`src/rtl/debounce_fsm.sv`:
```
// ---------------------------------------------------------------------------
// debounce_fsm
//   Tick-driven pushbutton debouncer. The raw button level is brought into the
//   clock domain through a two-flop synchronizer, then a four-state FSM only
//   accepts a level change once the synchronized input has stayed stable for
//   STABLE_TICKS consecutive tick_in pulses. While a change is being qualified
//   the FSM enables the external time_ticker through timer_en.
//
//   Optional feature macro: DEBOUNCE_PRESS_COUNT_EN
//     defined   -> press_count counts accepted presses (wraps at 2^COUNT_WIDTH)
//     undefined -> press_count is tied to zero, no counter flops
//
// Ports
//   clk          in   system clock, rising edge
//   reset_n      in   asynchronous active-low reset
//   noisy_in     in   raw asynchronous button level
//   tick_in      in   one-cycle strobe from time_ticker done
//   timer_en     out  enable for time_ticker (high while qualifying)
//   db_level     out  debounced level
//   rise_pulse   out  one-cycle strobe on db_level 0->1
//   fall_pulse   out  one-cycle strobe on db_level 1->0
//   press_count  out  number of accepted presses
// ---------------------------------------------------------------------------
module debounce_fsm #(
  parameter int STABLE_TICKS = 4,
  parameter int COUNT_WIDTH  = 8
) (
  input  logic                   clk,
  input  logic                   reset_n,
  input  logic                   noisy_in,
  input  logic                   tick_in,
  output logic                   timer_en,
  output logic                   db_level,
  output logic                   rise_pulse,
  output logic                   fall_pulse,
  output logic [COUNT_WIDTH-1:0] press_count
);

  localparam int              CW   = $clog2(STABLE_TICKS + 1);
  localparam logic [CW-1:0]   LAST = CW'(STABLE_TICKS - 1);

  typedef enum logic [1:0] {
    ZERO  = 2'd0,
    WAIT1 = 2'd1,
    ONE   = 2'd2,
    WAIT0 = 2'd3
  } state_e;

  state_e          state_q, state_d;
  logic [CW-1:0]   cnt_q, cnt_d;
  logic            sync1_q, sync2_q;
  logic            s;
  logic            timer_en_q, db_level_q, rise_q, fall_q;
  logic            timer_en_d, db_level_d, rise_d, fall_d;

  // Two-flop synchronizer; the FSM only ever looks at s.
  always_ff @(posedge clk or negedge reset_n) begin
    if (!reset_n) begin
      sync1_q <= 1'b0;
      sync2_q <= 1'b0;
    end else begin
      sync1_q <= noisy_in;
      sync2_q <= sync1_q;
    end
  end

  assign s = sync2_q;

  always_ff @(posedge clk or negedge reset_n) begin
    if (!reset_n) begin
      state_q    <= ZERO;
      cnt_q      <= '0;
      timer_en_q <= 1'b0;
      db_level_q <= 1'b0;
      rise_q     <= 1'b0;
      fall_q     <= 1'b0;
    end else begin
      state_q    <= state_d;
      cnt_q      <= cnt_d;
      timer_en_q <= timer_en_d;
      db_level_q <= db_level_d;
      rise_q     <= rise_d;
      fall_q     <= fall_d;
    end
  end

  // A reversal of s is tested before tick_in so a bounce that coincides with
  // a tick restarts qualification instead of accepting the change.
  always_comb begin
    state_d = state_q;
    cnt_d   = cnt_q;
    case (state_q)
      ZERO: begin
        if (s) begin
          state_d = WAIT1;
          cnt_d   = '0;
        end
      end
      WAIT1: begin
        if (!s) begin
          state_d = ZERO;
          cnt_d   = '0;
        end else if (tick_in) begin
          if (cnt_q == LAST) begin
            state_d = ONE;
            cnt_d   = '0;
          end else begin
            cnt_d = cnt_q + CW'(1);
          end
        end
      end
      ONE: begin
        if (!s) begin
          state_d = WAIT0;
          cnt_d   = '0;
        end
      end
      WAIT0: begin
        if (s) begin
          state_d = ONE;
          cnt_d   = '0;
        end else if (tick_in) begin
          if (cnt_q == LAST) begin
            state_d = ZERO;
            cnt_d   = '0;
          end else begin
            cnt_d = cnt_q + CW'(1);
          end
        end
      end
      default: begin
        state_d = ZERO;
        cnt_d   = '0;
      end
    endcase
  end

  // Outputs are registered from the next state so they line up with state_q.
  always_comb begin
    timer_en_d = (state_d == WAIT1) || (state_d == WAIT0);
    db_level_d = (state_d == ONE)   || (state_d == WAIT0);
    rise_d     = (state_q == WAIT1) && (state_d == ONE);
    fall_d     = (state_q == WAIT0) && (state_d == ZERO);
  end

  assign timer_en   = timer_en_q;
  assign db_level   = db_level_q;
  assign rise_pulse = rise_q;
  assign fall_pulse = fall_q;

`ifdef DEBOUNCE_PRESS_COUNT_EN
  logic [COUNT_WIDTH-1:0] count_q;

  // Counts in step with rise_pulse so press_count is already updated while
  // the strobe is high; natural wrap at the top of the range.
  always_ff @(posedge clk or negedge reset_n) begin
    if (!reset_n) begin
      count_q <= '0;
    end else if (rise_d) begin
      count_q <= count_q + COUNT_WIDTH'(1);
    end
  end

  assign press_count = count_q;
`else
  assign press_count = '0;
`endif

endmodule

```
`config.mk`:
```
export PLATFORM = sky130hd
export DESIGN_NAME = debounce_fsm
export DESIGN_NICKNAME = d
export VERILOG_FILES = /design/src/rtl/debounce_fsm.sv
export SDC_FILE = /design/constraint.sdc
export NUM_CORES = 1
export LEC_CHECK = 0
export BUFFER_PORTS_ARGS = -buffer_cell sky130_fd_sc_hd__clkbuf_2
export CAP_MARGIN = 20
export CORE_AREA = 2 2 39 41
export CTS_CLUSTER_DIAMETER = 60
export DETAILED_ROUTE_END_ITERATION = 10
export DIE_AREA = 0 0 41 43
export MAX_ROUTING_LAYER = met4
export PLACE_DENSITY = 0.64
export SYNTH_ARGS = -nofsm -noshare
export SYNTH_HDL_FRONTEND = slang
export SYNTH_SLANG_ARGS = --single-unit
```
`constraint.sdc`:
```
create_clock -name clk -period 2.4 [get_ports clk]
set_clock_uncertainty 0.1 [all_clocks]
set_input_delay 0.12 -clock clk [delete_from_list [all_inputs] [get_ports clk]]
set_output_delay 0.12 -clock clk [all_outputs]
set_load 0.01 [all_outputs]
```
==> flow_summary.toml, run 1 <==
[flow_run]
drv_cap = 0

[global_route]
grt_pass1_wl_um = 952
antenna_found_initial = 0
grt_pass1_vias = 231
grt_usage_pct = 8.863
grt_max_degree = 11
gr-total-overflow = 0

[synth]
synthFlopType = "dfrtp_1"
async_flop_share_pct = 100.0
synth.top_cell.area_share_pct = 52.49
syn_area_per_cell_um2 = 11.63
synth.mux.area_fraction_pct = 4.462
synth-xor-area-share_pct = 3.412
yosys_warnings = 0
syn_inst = 41
seq_area_frac_synth_pct = 52.49
ys_ff_latch = 10
synth-compound-area-share_pct = 5.249
synthSimpleGateAreaFrac_pct = 18.37
synth_area_um2 = 476.7
synthAdderAreaFrac_pct = 2.625
netlist_top_cells_area = "dfrtp_1 52%, buf_4 13%, nand2b_1 3.9%, xor2_2 3.4%, and2_2 3.1%"
synth_edf_count = 0
yosysTopAreaCell = "dfrtp_1"
synth_top_family_by_area = "simple AND/OR/NAND/NOR gates"
yosys.cell_types.count = 18

[critical_path]
rr_endpoint = "db_level$_DFF_PN0_"
rrSetupSlack_ns = 1.01
critical_path.startpoint = "cnt_q[0]$_DFFE_PN0P_"
cp-end-kind = "register"
r2r_cells = 3
rr_startpoint = "cnt_q[0]$_DFFE_PN0P_"
startpoint_type = "register"
cp.arrival_ns = 1.43
criticalPathCategory = "register to register"
required_ns = 2.44
worst-path-max-fanout = 5

[placed_design]
postPlaceCellArea_um2 = 498.0
hpwl_um = 469.3
post-place-ws_ns = 1.015
place_congestion = 0.7768
placedCellCount = 63
io_buffers = 7

[die]
die_h_um = 43
die_area_um2 = 1763
initial_core_util_pct = 34.45
core-area_um2 = 1384
rows = 14
fp.dieW_um = 41
ios = 16

[cts]
cts_tree = "yes"
clock_sinks = 10
htreeDepth = 1
numCtsBuffers = 3
clk_path_buf_depth = 2
path_clk_slew_ns = 0.06
cts_root_buf = "clkbuf_4"
clock_latency_ns = 0.25
postCtsSetupBuffers = 0

[drt]
vias = 281
drt_wl_total_um = 614
drt-vias-per-instance = 4.132
ant_nets = 0
drc = 0
dr.pass1.iters = 4
first_iter_violations = 5
wl_per_cell_um = 9.029

[final_layout]
drive_above_1_share_pct = 26.92
syn_to_final_growth_pct = 13.39
fin_area_um2 = 540.5
final_cell_mix = "10 x dfrtp_1, 8 x conb_1, 7 x clkbuf_2"
final_nets = 59
num_antenna_cells = 0
final_common_cell = "dfrtp_1"
post-route-util_pct = 39.06
finalNonFillerCells = 68
nFillCells = 147

[pwr]
p_leak_nw = 0.2679
worst_ir_drop_vdd_mv = 0.2938
p_per_area_nw_per_um2 = 641.2
p_total_mw = 0.3466

[timing]
rsz0062_at_grt = "false"
slew_violations = 0
post-route-min-period_ns = 1.393
fin_hold_ws_ns = 0.1543
setup_ws_ns = 1.007
tns_ns = 0
fin_crit_sh_pct = 58.05
max_freq_ghz = 0.7177
setup-violations-final = 0
hold_violations = 0

[run_status]
status = "finished clean"

[worst_hold_path]
hold_path_class = "input port to asynchronous set/reset pin"
[per-layer routing]
layer	GRT usage (%)	up-vias	wire length [um]
li1	-	144	-
met1	11.74	126	264
met2	10.00	11	294
met3	7.853	0	55
met4	2.000	0	0
met5	-	-	0
[where the power goes]
group	total (mW)	internal (mW)	leakage (nW)	switching (mW)
sequential	0.191	0.180	0.129	0.0113
clock	0.106	0.0574	0.0138	0.0487
combinational	0.0492	0.0232	0.125	0.0259
total	0.347	0.261	0.268	0.0860
[worst max path at each step]
stage                               to  slack, ns  cells after the start
floorplan           db_level$_DFF_PN0_       1.09                      3
global route        db_level$_DFF_PN0_       0.96                      3
global placement    db_level$_DFF_PN0_       1.05                      3
CTS                 db_level$_DFF_PN0_       1.01                      3
detailed placement  db_level$_DFF_PN0_       1.02                      3
finish              db_level$_DFF_PN0_       1.01                      3
[registers in the layout, summed over array words and instances, names as in the netlist]
signal / cells
fall_pulse: 1
rise_pulse: 1
sync1_q: 1
state_q: 1
timer_en: 1
cnt_q: 3
s: 1
db_level: 1
[critical path: stages (launching register included)]
cell      delay, ns
dfrtp_1        0.41
ha_1           0.24
nand4b_1       0.18
mux2_2         0.36
[cells in the mapped netlist (2+ instances only)]
| library cell | count |
|---|---|
| dfrtp_1 | 10 |
| nand2b_1 | 3 |
| nor3b_1 | 2 |
| o22ai_1 | 2 |
| nand2_1 | 2 |
| nor2b_1 | 2 |
| buf_4 | 8 |
| and2_2 | 2 |
[area by class of cell]
class	count	area, um^2	area share (%)
flip-flops and latches	10	250.2	46.30
multi-input cells	30	192.7	35.65
repair buffers	9	55.05	10.19
clock buffers	3	22.52	4.167
well taps	16	20.02	3.704
[logic make-up after synthesis]
logic type               Yosys count
AND/OR/NAND/NOR                   14
flip-flops                        10
buffers and inverters              8
AO/OA/AOI/OAI                      4
multiplexers                       2
adder cells (fa/ha/maj)            1
other                              1
XOR/XNOR                           1
[timing repair]
action,in CTS,in global routing
resized for setup,0,0
hold buffers,2,0
endpoints found under the hold margin,11,0
Power figures use the tool's default switching activity.
==> run 2: changes to the inputs <==
==> constraint.sdc (replaced) <==
create_clock -name clk -period 1.3 [get_ports clk]
set_clock_uncertainty 0.1 [all_clocks]
set_input_delay 0.065 -clock clk [delete_from_list [all_inputs] [get_ports clk]]
set_output_delay 0.065 -clock clk [all_outputs]
set_load 0.01 [all_outputs]
==> run 2 against run 1 <==
  * Cell count increased by 5.9%
  * Non-clock buffer count is 3 higher
  * Power rose by 110%
  * Fmax increased by 9.5%
  * Register-to-register slack lost 0.98 ns
  * Die area stayed put
  * Routed wire length is 25% higher
  * Global-route usage is 2.3 points higher
  * First-iteration DRC count shrank 40%
  * Critical path depth unchanged
  * Count of clock-buffer cells in the layout rose by 1
==> flow_summary.toml, run 2 (synthesis gave the netlist of run 1 again) <==
[run_status]
status = "finished clean"

[final_layout]
final_nets = 62
top_register = "cnt_q"
fin_area_um2 = 589.3
nFillCells = 141
finalNonFillerCells = 72
drive_above_1_share_pct = 33.93
syn_to_final_growth_pct = 23.62
num_antenna_cells = 0
post-route-util_pct = 42.59
largest_register_ffs = 3
final_cell_mix = "10 x dfrtp_1, 8 x conb_1, 7 x clkbuf_2"
final_common_cell = "dfrtp_1"

[die]
die_area_um2 = 1763
rows = 14
fp.dieW_um = 41
die_h_um = 43
core-area_um2 = 1384
initial_core_util_pct = 34.45
ios = 16

[global_route]
grt_pass1_wl_um = 1200
grt_max_degree = 11
grt_usage_pct = 11.13
grt_pass1_vias = 280
gr-total-overflow = 0
antenna_found_initial = 0

[timing]
fin_hold_ws_ns = 0.09483
fin_crit_sh_pct = 97.85
setup-violations-final = 0
setup_ws_ns = 0.02801
max_freq_ghz = 0.7862
rsz0062_at_grt = "true"
post-route-min-period_ns = 1.272
slew_violations = 0
tns_ns = 0
hold_violations = 0

[placed_design]
io_buffers = 7
post-place-ws_ns = 0.02629
place_congestion = 0.7910
postPlaceCellArea_um2 = 515.5
hpwl_um = 517.5
placedCellCount = 65

[critical_path]
cp_cell_sequence = "ha_4, nand4b_1, mux2_2"
cp-end-kind = "register"
cp.arrival_ns = 1.32
worst-path-max-fanout = 3
required_ns = 1.35
criticalPathCategory = "register to register"
startpoint_type = "register"
cpMaxStageDelayCell = "dfrtp_1"
slowest_delay_ns = 0.43

[cts]
clock_sinks = 10
cts_root_buf = "clkbuf_4"
numCtsBuffers = 3
htreeDepth = 1
clock_latency_ns = 0.26
cts_tree = "yes"
path_clk_slew_ns = 0.07
clk_path_buf_depth = 2

[pwr]
p_sw_mw = 0.1832
p_leak_nw = 0.2875
p_total_mw = 0.7382
p_per_area_nw_per_um2 = 1253
combPwrFrac_pct = 14.6
clkPwrFrac_pct = 37.6
intPower_mw = 0.5550
pwr-share-seq_pct = 47.8
worst_ir_drop_vdd_mv = 0.5843
p_sw_share_pct = 24.81

[drt]
drt_wl_total_um = 769
ant_nets = 0
wl_per_cell_um = 10.68
drt-vias-per-instance = 4.306
vias = 310
first_iter_violations = 3
drc = 0
dr.pass1.iters = 3

[worst_hold_path]
hold_path_class = "input port to asynchronous set/reset pin"

[flow_run]
drv_cap = 0
## run 2: changes by cell type in the layout (fill, tap and decap cells not counted), sizes merged
| cell | previous run | this run |
|---|---|---|
| buf | 0 | 3 |
| clkbuf | 10 | 11 |
## run 2: per-layer routing
| metal | part of all wire [%] | global-route usage (%) | vias up |
|---|---|---|---|
| li1 | - | - | 149 |
| met1 | 42 | 12.33 | 151 |
| met2 | 52 | 15.31 | 8 |
| met3 | 4.3 | 7.853 | 2 |
| met4 | 1.6 | 4.000 | 0 |
| met5 | 0 | - | - |
## run 2: area by class of cell
class	instances	area [um^2]	share of cell area, %
timing repair buffer	12	77.57	13.16
multi-input combinational	30	205.2	34.82
sequential	10	250.2	42.46
clock buffer	4	36.28	6.157
tap	16	20.02	3.397
## run 2: critical path: cells and delay by family (launching register included)
| family | cells | cell delay [ns] |
|---|---|---|
| DFF | 1 | 0.43 |
| and+or+nand+nor | 1 | 0.11 |
| adders and majority gates | 1 | 0.18 |
| muxes | 1 | 0.35 |
## run 2: worst paths after layout
kind                                      startpoint              endpoint  slack [ns]  depth (start not counted)
min in group clk                             tick_in  cnt_q[1]$_DFFE_PN0P_        0.09                          3
max in group asynchronous                    reset_n     sync1_q$_DFF_PN0_        0.80                          2
worst min-delay path                         reset_n  cnt_q[0]$_DFFE_PN0P_        0.09                          2
worst max-delay path            cnt_q[0]$_DFFE_PN0P_    db_level$_DFF_PN0_        0.03                          3
worst max register to register  cnt_q[0]$_DFFE_PN0P_    db_level$_DFF_PN0_        0.03                          3
worst min register to register     sync1_q$_DFF_PN0_           s$_DFF_PN0_        0.26                          0
## run 2: timing repair
item	4_1_cts	5_1_grt
resized for setup	0	1
setup endpoints to repair	0	6
setup buffers	0	1
hold buffers	2	0
endpoints found under the hold margin	11	0
## run 2: power by group through the flow
stage / Sequential (mW) / Combinational (mW) / Clock (mW)
4_1_cts: 0.351 / 0.101 / 0.297
3_3_place_gp: 0.355 / 0.0929 / 0
2_1_floorplan: 0.358 / 0.0751 / 0
6_report: 0.353 / 0.108 / 0.277
5_1_grt: 0.356 / 0.123 / 0.305
3_5_place_dp: 0.357 / 0.0947 / 0
